File: src/rtl/reg_bank_arbiter_pkg.sv
// Shared definitions for the register-bank arbiter: FSM encoding, requester IDs
// and register width.
package reg_bank_arbiter_pkg;

    typedef enum logic [1:0] {
        IDLE    = 2'd0,
        WSET    = 2'd1,
        WSTROBE = 2'd2,
        READ    = 2'd3
    } state_e;

    localparam logic REQ_H = 1'b0;
    localparam logic REQ_I = 1'b1;

    localparam int REG_W = 16;

endpackage

File: src/rtl/reg_addr_decode.sv
// Address decode for the register bank: one-hot enable and read-slice select,
// both zero for addresses at or beyond NUM_REGS.
module reg_addr_decode
    import reg_bank_arbiter_pkg::*;
#(
    parameter int NUM_REGS = 8,
    parameter int ADDR_W   = 3
) (
    input  logic [ADDR_W-1:0]         addr_i,
    input  logic [REG_W*NUM_REGS-1:0] rd_bus_i,
    output logic [NUM_REGS-1:0]       onehot_o,
    output logic [REG_W-1:0]          rd_data_o
);

    always_comb begin
        onehot_o  = '0;
        rd_data_o = '0;
        for (int k = 0; k < NUM_REGS; k++) begin
            if (addr_i == ADDR_W'(k)) begin
                onehot_o[k] = 1'b1;
                rd_data_o   = rd_bus_i[REG_W*k +: REG_W];
            end
        end
    end

endmodule

File: src/rtl/reg_bank_arbiter.sv
// Two-port (host / internal engine) sequencer for a falling-edge-strobed register bank.
// Define ARB_ROUND_ROBIN_EN for round-robin tie-breaking; otherwise host has fixed priority.
module reg_bank_arbiter
    import reg_bank_arbiter_pkg::*;
#(
    parameter int NUM_REGS = 8,
    parameter int ADDR_W   = 3
) (
    input  logic                      Clk,
    input  logic                      Reset,
    input  logic                      HReq,
    input  logic                      HWr,
    input  logic [ADDR_W-1:0]         HAddr,
    input  logic [REG_W-1:0]          HWrData,
    output logic                      HAck,
    output logic [REG_W-1:0]          HRdData,
    input  logic                      IReq,
    input  logic                      IWr,
    input  logic [ADDR_W-1:0]         IAddr,
    input  logic [REG_W-1:0]          IWrData,
    output logic                      IAck,
    output logic [REG_W-1:0]          IRdData,
    output logic [NUM_REGS-1:0]       RegEn,
    output logic                      RegWr,
    output logic [REG_W-1:0]          RegWrData,
    input  logic [REG_W*NUM_REGS-1:0] RegRdBus,
    output logic                      Busy
);

    state_e              state_q;
    logic                owner_q;
    logic                hack_q;
    logic                iack_q;
    logic                regwr_q;
    logic                busy_q;
    logic [NUM_REGS-1:0] regen_q;
    logic [REG_W-1:0]    wrdata_q;
    logic [REG_W-1:0]    hrd_q;
    logic [REG_W-1:0]    ird_q;

    logic                grant_d;
    logic                grant_wr_d;
    logic [ADDR_W-1:0]   grant_addr_d;
    logic [REG_W-1:0]    grant_data_d;
    logic [NUM_REGS-1:0] dec_en;
    logic [REG_W-1:0]    dec_rd;

`ifdef ARB_ROUND_ROBIN_EN
    logic                rr_q;

    // On a tie the pointer names the winner; a lone requester always wins.
    always_comb begin
        grant_d = (HReq && IReq) ? rr_q : (IReq ? REQ_I : REQ_H);
    end
`else
    always_comb begin
        grant_d = HReq ? REQ_H : REQ_I;
    end
`endif

    assign grant_wr_d   = (grant_d == REQ_H) ? HWr     : IWr;
    assign grant_addr_d = (grant_d == REQ_H) ? HAddr   : IAddr;
    assign grant_data_d = (grant_d == REQ_H) ? HWrData : IWrData;

    reg_addr_decode #(
        .NUM_REGS (NUM_REGS),
        .ADDR_W   (ADDR_W)
    ) u_decode (
        .addr_i    (grant_addr_d),
        .rd_bus_i  (RegRdBus),
        .onehot_o  (dec_en),
        .rd_data_o (dec_rd)
    );

    always_ff @(posedge Clk or posedge Reset) begin
        if (Reset) begin
            state_q  <= IDLE;
            owner_q  <= REQ_H;
            hack_q   <= 1'b0;
            iack_q   <= 1'b0;
            regwr_q  <= 1'b0;
            busy_q   <= 1'b0;
            regen_q  <= '0;
            wrdata_q <= '0;
            hrd_q    <= '0;
            ird_q    <= '0;
`ifdef ARB_ROUND_ROBIN_EN
            rr_q     <= REQ_H;
`endif
        end else begin
            hack_q <= 1'b0;
            iack_q <= 1'b0;
            case (state_q)
                IDLE: begin
                    if (HReq || IReq) begin
                        owner_q <= grant_d;
                        busy_q  <= 1'b1;
                        if (grant_wr_d) begin
                            state_q  <= WSET;
                            regen_q  <= dec_en;
                            wrdata_q <= grant_data_d;
                            regwr_q  <= 1'b1;
                        end else begin
                            // Reads complete at the grant edge: data and ack land together.
                            state_q <= READ;
                            if (grant_d == REQ_H) begin
                                hrd_q  <= dec_rd;
                                hack_q <= 1'b1;
                            end else begin
                                ird_q  <= dec_rd;
                                iack_q <= 1'b1;
                            end
`ifdef ARB_ROUND_ROBIN_EN
                            rr_q <= ~grant_d;
`endif
                        end
                    end
                end
                WSET: begin
                    // Dropping the strobe here is the edge the bank latches on.
                    state_q <= WSTROBE;
                    regwr_q <= 1'b0;
                    hack_q  <= (owner_q == REQ_H);
                    iack_q  <= (owner_q == REQ_I);
`ifdef ARB_ROUND_ROBIN_EN
                    rr_q    <= ~owner_q;
`endif
                end
                WSTROBE: begin
                    state_q <= IDLE;
                    regen_q <= '0;
                    busy_q  <= 1'b0;
                end
                READ: begin
                    state_q <= IDLE;
                    busy_q  <= 1'b0;
                end
                default: state_q <= IDLE;
            endcase
        end
    end

    assign HAck      = hack_q;
    assign IAck      = iack_q;
    assign HRdData   = hrd_q;
    assign IRdData   = ird_q;
    assign RegEn     = regen_q;
    assign RegWr     = regwr_q;
    assign RegWrData = wrdata_q;
    assign Busy      = busy_q;

endmodule

File: config.mk
export PLATFORM = sky130hd
export DESIGN_NAME = reg_bank_arbiter
export DESIGN_NICKNAME = d
export VERILOG_FILES = /design/src/rtl/reg_bank_arbiter_pkg.sv /design/src/rtl/reg_addr_decode.sv /design/src/rtl/reg_bank_arbiter.sv
export SDC_FILE = /design/constraint.sdc
export NUM_CORES = 1
export LEC_CHECK = 0
export CAP_MARGIN = 30
export CORE_UTILIZATION = 42
export DETAILED_ROUTE_END_ITERATION = 7
export PLACE_DENSITY = 0.85
export SETUP_SLACK_MARGIN = 0.5
export SYNTH_ARGS = -nofsm -noshare
export SYNTH_HDL_FRONTEND = slang
export SYNTH_SLANG_ARGS = --single-unit
File: constraint.sdc
create_clock -name Clk -period 5.3 [get_ports Clk]
set_input_delay 1.06 -clock Clk [delete_from_list [all_inputs] [get_ports Clk]]
set_output_delay 1.06 -clock Clk [all_outputs]
set_load 0.02 [all_outputs]
-- Word-level counts from Yosys, hierarchy flattened
Cells that the tools add are included.
- register bits: 63
- input bits: 172
- output and inout port bits: 60
- word-level logic and storage cells: 77
- equal/unequal tests: 12
- muxes and demuxes: 38
- bitwise operators: 3
- reduce and logical (&&, ||, !) cells: 14
- operators with widths (operator ; count):
    $mux 16 ; 9
    $mux 1 ; 18
    $mux 8 ; 2
    $pmux 8 s2 ; 1
    $eq 3x3->1 const B ; 4
    $reduce_and 3->1 ; 3
    $pmux 1 s2 ; 4
    $reduce_and 4->1 ; 2
    $eq 3x2->1 const B ; 2
    $pmux 2 s3 ; 1
    $reduce_bool 2->1 ; 3
    $eq 2x2->1 const B ; 2
    $mux 2 ; 2
    $ne 2x2->1 const B ; 2
    $reduce_and 2->1 ; 2
    $eq 3x1->1 const B ; 1
    $logic_not 3->1 ; 1
    $mux 3 ; 1
    $not 1->1 ; 3
    $eq 2x1->1 const B ; 1
    $logic_not 2->1 ; 1
    $reduce_or 2->1 ; 1
    $logic_or 1x1->1 ; 1

-- Depth between registers and ports, before layout
- depth in word-level cells: 10
- mapped depth: 8
- depth with buffers taken out: 5

-- Cells and area by module
From an unflattened synthesis, not the netlist that was laid out.
- cells, all modules: 368
- area, all modules: 4181.5 um2
- modules (own cells, without submodules) (module ; times used ; cells each ; area an instance (um2)):
    reg_bank_arbiter ; 1 ; 177 ; 2806.4
    reg_addr_decode ; 1 ; 191 ; 1375.1

-- Worst setup path after synthesis
Ideal clock, no wire load.
- path kind: input-to-reg
- from: in HReq
- to: reg ird_q[0] (netlist: IRdData[0])
- arrival: 2.400 ns
- setup slack: 2.759 ns
- stages on the path: 7
- path buffers: 2
- cells stage by stage: buf_6 -> mux2_2 -> buf_2 -> nand2_1 -> a21oi_1 -> a2111oi_1 -> o31ai_1
- longest elaborated chain between the ends: 10
- elaborated cells between the ends (all ways): 22
- RTL lines (item ; RTL line ; source):
    start, declared ; reg_bank_arbiter.sv:11 ; input logic HReq,
    $mux 3 ; reg_bank_arbiter.sv:62 ; assign grant_addr_d = (grant_d == REQ_H) ? HAddr : IAddr;
    $logic_not 3->1 ; reg_addr_decode.sv:19 ; if (addr_i == ADDR_W'(k)) begin
    $mux 16 (8 in series) ; reg_addr_decode.sv:19 ;
    end signal, assigned ; reg_bank_arbiter.sv:110 ; ird_q <= dec_rd;
    end, declared ; reg_bank_arbiter.sv:39 ; logic [REG_W-1:0] ird_q;
Several ways; a longest one is shown, not always the timed one.
A chain may end at the register's enable or synchronous reset.

-- Worst setup path after layout
- from: in HAddr[2]
- to: reg ird_q[14] (netlist: IRdData[14])
- longest elaborated chain between the ends: 10
- elaborated cells between the ends (all ways): 17
- RTL lines (item ; RTL line ; source):
    start, declared ; reg_bank_arbiter.sv:13 ; input logic [ADDR_W-1:0] HAddr,
    $mux 3 * ; reg_bank_arbiter.sv:62 ;
    $logic_not 3->1 ; reg_addr_decode.sv:19 ;
    $mux 16 (7 in series) ; reg_addr_decode.sv:19 ;
    $mux 16 * ; reg_addr_decode.sv:19 ;
Mark *: on every way between the ends. The rest lies on a longest branch, timed or not.

==> impl_metrics.py <==
metrics = {
    "status": {
        "outcome": "finished clean",
    },
    "synthesis": {
        "yosysMostFrequentCell": "nand2_1",
        "synth.area.top_cells": "dfrtp_1, a21oi_1, nand2_1, o31ai_1, and3_1",
        "ys_seq_area_share_pct": 38.56,
        "ys_ff_latch": 63,
        "yosys-top-cells-count": "nand2_1, a21oi_1, dfrtp_1, and3_1, o31ai_1",
        "synthArstFlopShare_pct": 100.0,
        "yosysUniqueCellTypes": 38,
        "synth_ff_type": "dfrtp_1",
        "yosysTopAreaCell": "dfrtp_1",
        "postSynthCellCount": 499,
        "synthesis.area_mm2": 0.004089,
        "synth_top_area_share_pct": 38.56,
        "synth_fp_nets": 671,
        "synth-edff-count": 0,
        "syn_area_per_cell_um2": 8.194,
        "yosys_warnings": 0,
    },
    "critical_path": {
        "crit_required_ns": 5.46,
        "critPathMaxFanout": 17,
        "startpoint_type": "input port",
        "cp-end-kind": "flop",
        "arrival_ns": 3.75,
        "worstSetupPathType": "in -> reg",
    },
    "timing": {
        "fin_worst_skew_ns": 0.01524,
        "setup_viol": 0,
        "timing.fmax_ghz": 0.2779,
        "relSlewSlack_pct": 25.43,
        "hold_ws_ns": 0.4907,
        "fin_ws_ns": 1.701,
        "drv_slew": 0,
        "final.setup.tns_ns": 0,
        "min_period_ns": 3.599,
        "worst_pin_slew_ns": 1.116,
        "rsz0062_at_grt": "false",
        "fin_crit_sh_pct": 67.90,
        "report.final.hold_viol_count": 0,
    },
    "clock_tree": {
        "htreeDepth": 3,
        "cts.clk_slew.worst_paths_ns": 0.07,
        "cts_inserted_buffers": 9,
        "cts_sinks": 63,
        "cts_resized": 0,
        "cts_buffer_depth": 2,
        "hold_buffers": 0,
        "clockRootBuffer": "clkbuf_8",
        "cts_tree": "built",
        "postCtsSetupRepairBufs": 0,
        "clk_latency_ns": 0.34,
    },
    "floorplan": {
        "initial_utilization_pct": 43.84,
        "die_h_um": 100.7,
        "num_rows": 35,
        "die_area_mm2": 0.01013,
        "core_mm2": 0.009328,
        "die_w_um": 100.7,
        "ios": 232,
    },
    "cells_and_area": {
        "nNetsFinal": 882,
        "register_area_mm2": 0.001577,
        "finalNonFillerCells": 844,
        "design_area_mm2": 0.006704,
        "postLayoutCoreUtil_pct": 71.87,
        "drive_gt1_share_pct": 6.573,
        "antenna-diode-count": 0,
        "n_fill_cell": 734,
        "area_growth_pct": 63.95,
        "multiInputGateArea_mm2": 0.002292,
    },
    "grt": {
        "gr-usage-all-layers_pct": 31.22,
        "antenna_found_initial": 0,
        "grt_overflow_total": 0,
        "grt_pass1_vias": 4846,
        "grt_max_degree": 64,
        "grt_pass1_wl_mm": 24.10,
    },
    "power": {
        "switchingPower_mw": 0.9768,
        "power_mw": 2.530,
        "p_int_mw": 1.553,
        "power_density_mw_per_mm2": 377.3,
        "clockPowerShare_pct": 18.7,
        "combPwrFrac_pct": 49.3,
        "seq_power_share_pct": 32.0,
        "p_leak_nw": 2.786,
        "irDropWorstVdd_v": 0.0001684,
        "switching_share_pct": 38.61,
    },
    "place": {
        "place_area_mm2": 0.006474,
        "dp.cells": 827,
        "dp_slack_ns": 1.545,
        "port_buffers": 231,
        "dp_hpwl_mm": 12.07,
        "globalplace.congestion": 0.9427,
    },
    "detailed_routing": {
        "drtPass1Iterations": 5,
        "vias_per_cell": 5.777,
        "drc": 0,
        "wirelength_mm": 15.89,
        "ant_nets": 0,
        "drt_iter0_markers": 331,
        "wl_per_cell_um": 18.82,
        "vias": 4876,
    },
    "worst_hold_path": {
        "min-delay-path-class": "reg -> reg",
    },
    "flow_run": {
        "maxCapViolCount": 0,
    },
}
-- cell usage in the layout (no fill, tap or decap), types with 5 or more instances in the layout --
| cell type | synthesis | final |
|---|---|---|
| buf_4 | 3 | 9 |
| a21oi_1 | 89 | 88 |
| clkdlybuf4s50_1 | 0 | 230 |
| inv_1 | 9 | 8 |
| a31oi_1 | 15 | 15 |
| nand3_1 | 19 | 19 |
| and3_1 | 30 | 30 |
| mux2i_1 | 17 | 16 |
| nor2b_1 | 5 | 5 |
| a22oi_1 | 5 | 5 |
| o21ai_0 | 20 | 20 |
| nor2_1 | 10 | 10 |
| nand2_1 | 92 | 92 |
| a2111oi_2 | 10 | 10 |
| o31ai_1 | 29 | 29 |
| dfrtp_1 | 63 | 63 |
| nand3b_1 | 15 | 15 |
| clkbuf_8 | 0 | 10 |
-- registers in the layout (all words and copies together) (netlist names), 2 cells and up --
name / flops
HRdData: 16
IRdData: 16
RegWrData: 16
RegEn: 8
state_q: 2
-- layer usage --
layer	vias up	track usage, %	share of wire (%)
met5	-	0	0
met2	300	52.69	49
met3	41	6.172	8.4
met4	0	14.49	3.3
li1	2252	-	-
met1	2283	38.51	40
-- final cells by class --
cell class | count | area share [%]
tap | 129 | 2.408
clock buffer | 11 | 2.109
clock inverter | 5 | 1.213
inverter | 9 | 0.5039
multi-input combinational | 385 | 34.19
sequential | 63 | 23.52
timing repair buffer | 242 | 36.06
-- cells by family (layout without fill, tap and decap cells) --
logic type | count (synthesis) | count (layout) | share of synthesized area [%]
simple gates | 183 | 183 | 21.82
compound gates | 182 | 182 | 29.01
mux | 20 | 20 | 5.049
flops | 63 | 63 | 38.56
buf+inv | 51 | 267 | 5.569
-- power by group through the flow --
stage	clock network, mW	logic [mW]	registers (mW)
2_1_floorplan	0	0.368	1.03
3_3_place_gp	0	1.21	0.804
3_5_place_dp	0	1.24	0.815
4_1_cts	0.475	1.25	0.809
5_1_grt	0.496	1.33	0.827
6_report	0.474	1.25	0.809
-- final timing paths --
kind / start / cells after the start / to / slack, ns
setup reg to reg: state_q[1] / 5 / HRdData[13] / 3.28
hold / removal: HRdData[15] / 2 / HRdData[15] / 0.49
min in group asynchronous: Reset / 3 / RegWrData[4] / 1.25
setup / recovery: HAddr[2] / 6 / IRdData[14] / 1.70
hold reg to reg: HRdData[15] / 2 / HRdData[15] / 0.49
max in group asynchronous: Reset / 3 / RegEn[1] / 3.51
-- worst max-delay path: stages --
cell	delay (ns)
clkdlybuf4s50_1	0.60
inv_1	0.12
a32oi_2	0.79
a21oi_1	0.06
a2111oi_0	0.81
o311ai_0	0.30
Note: power is estimated with default switching activity, not from simulation.
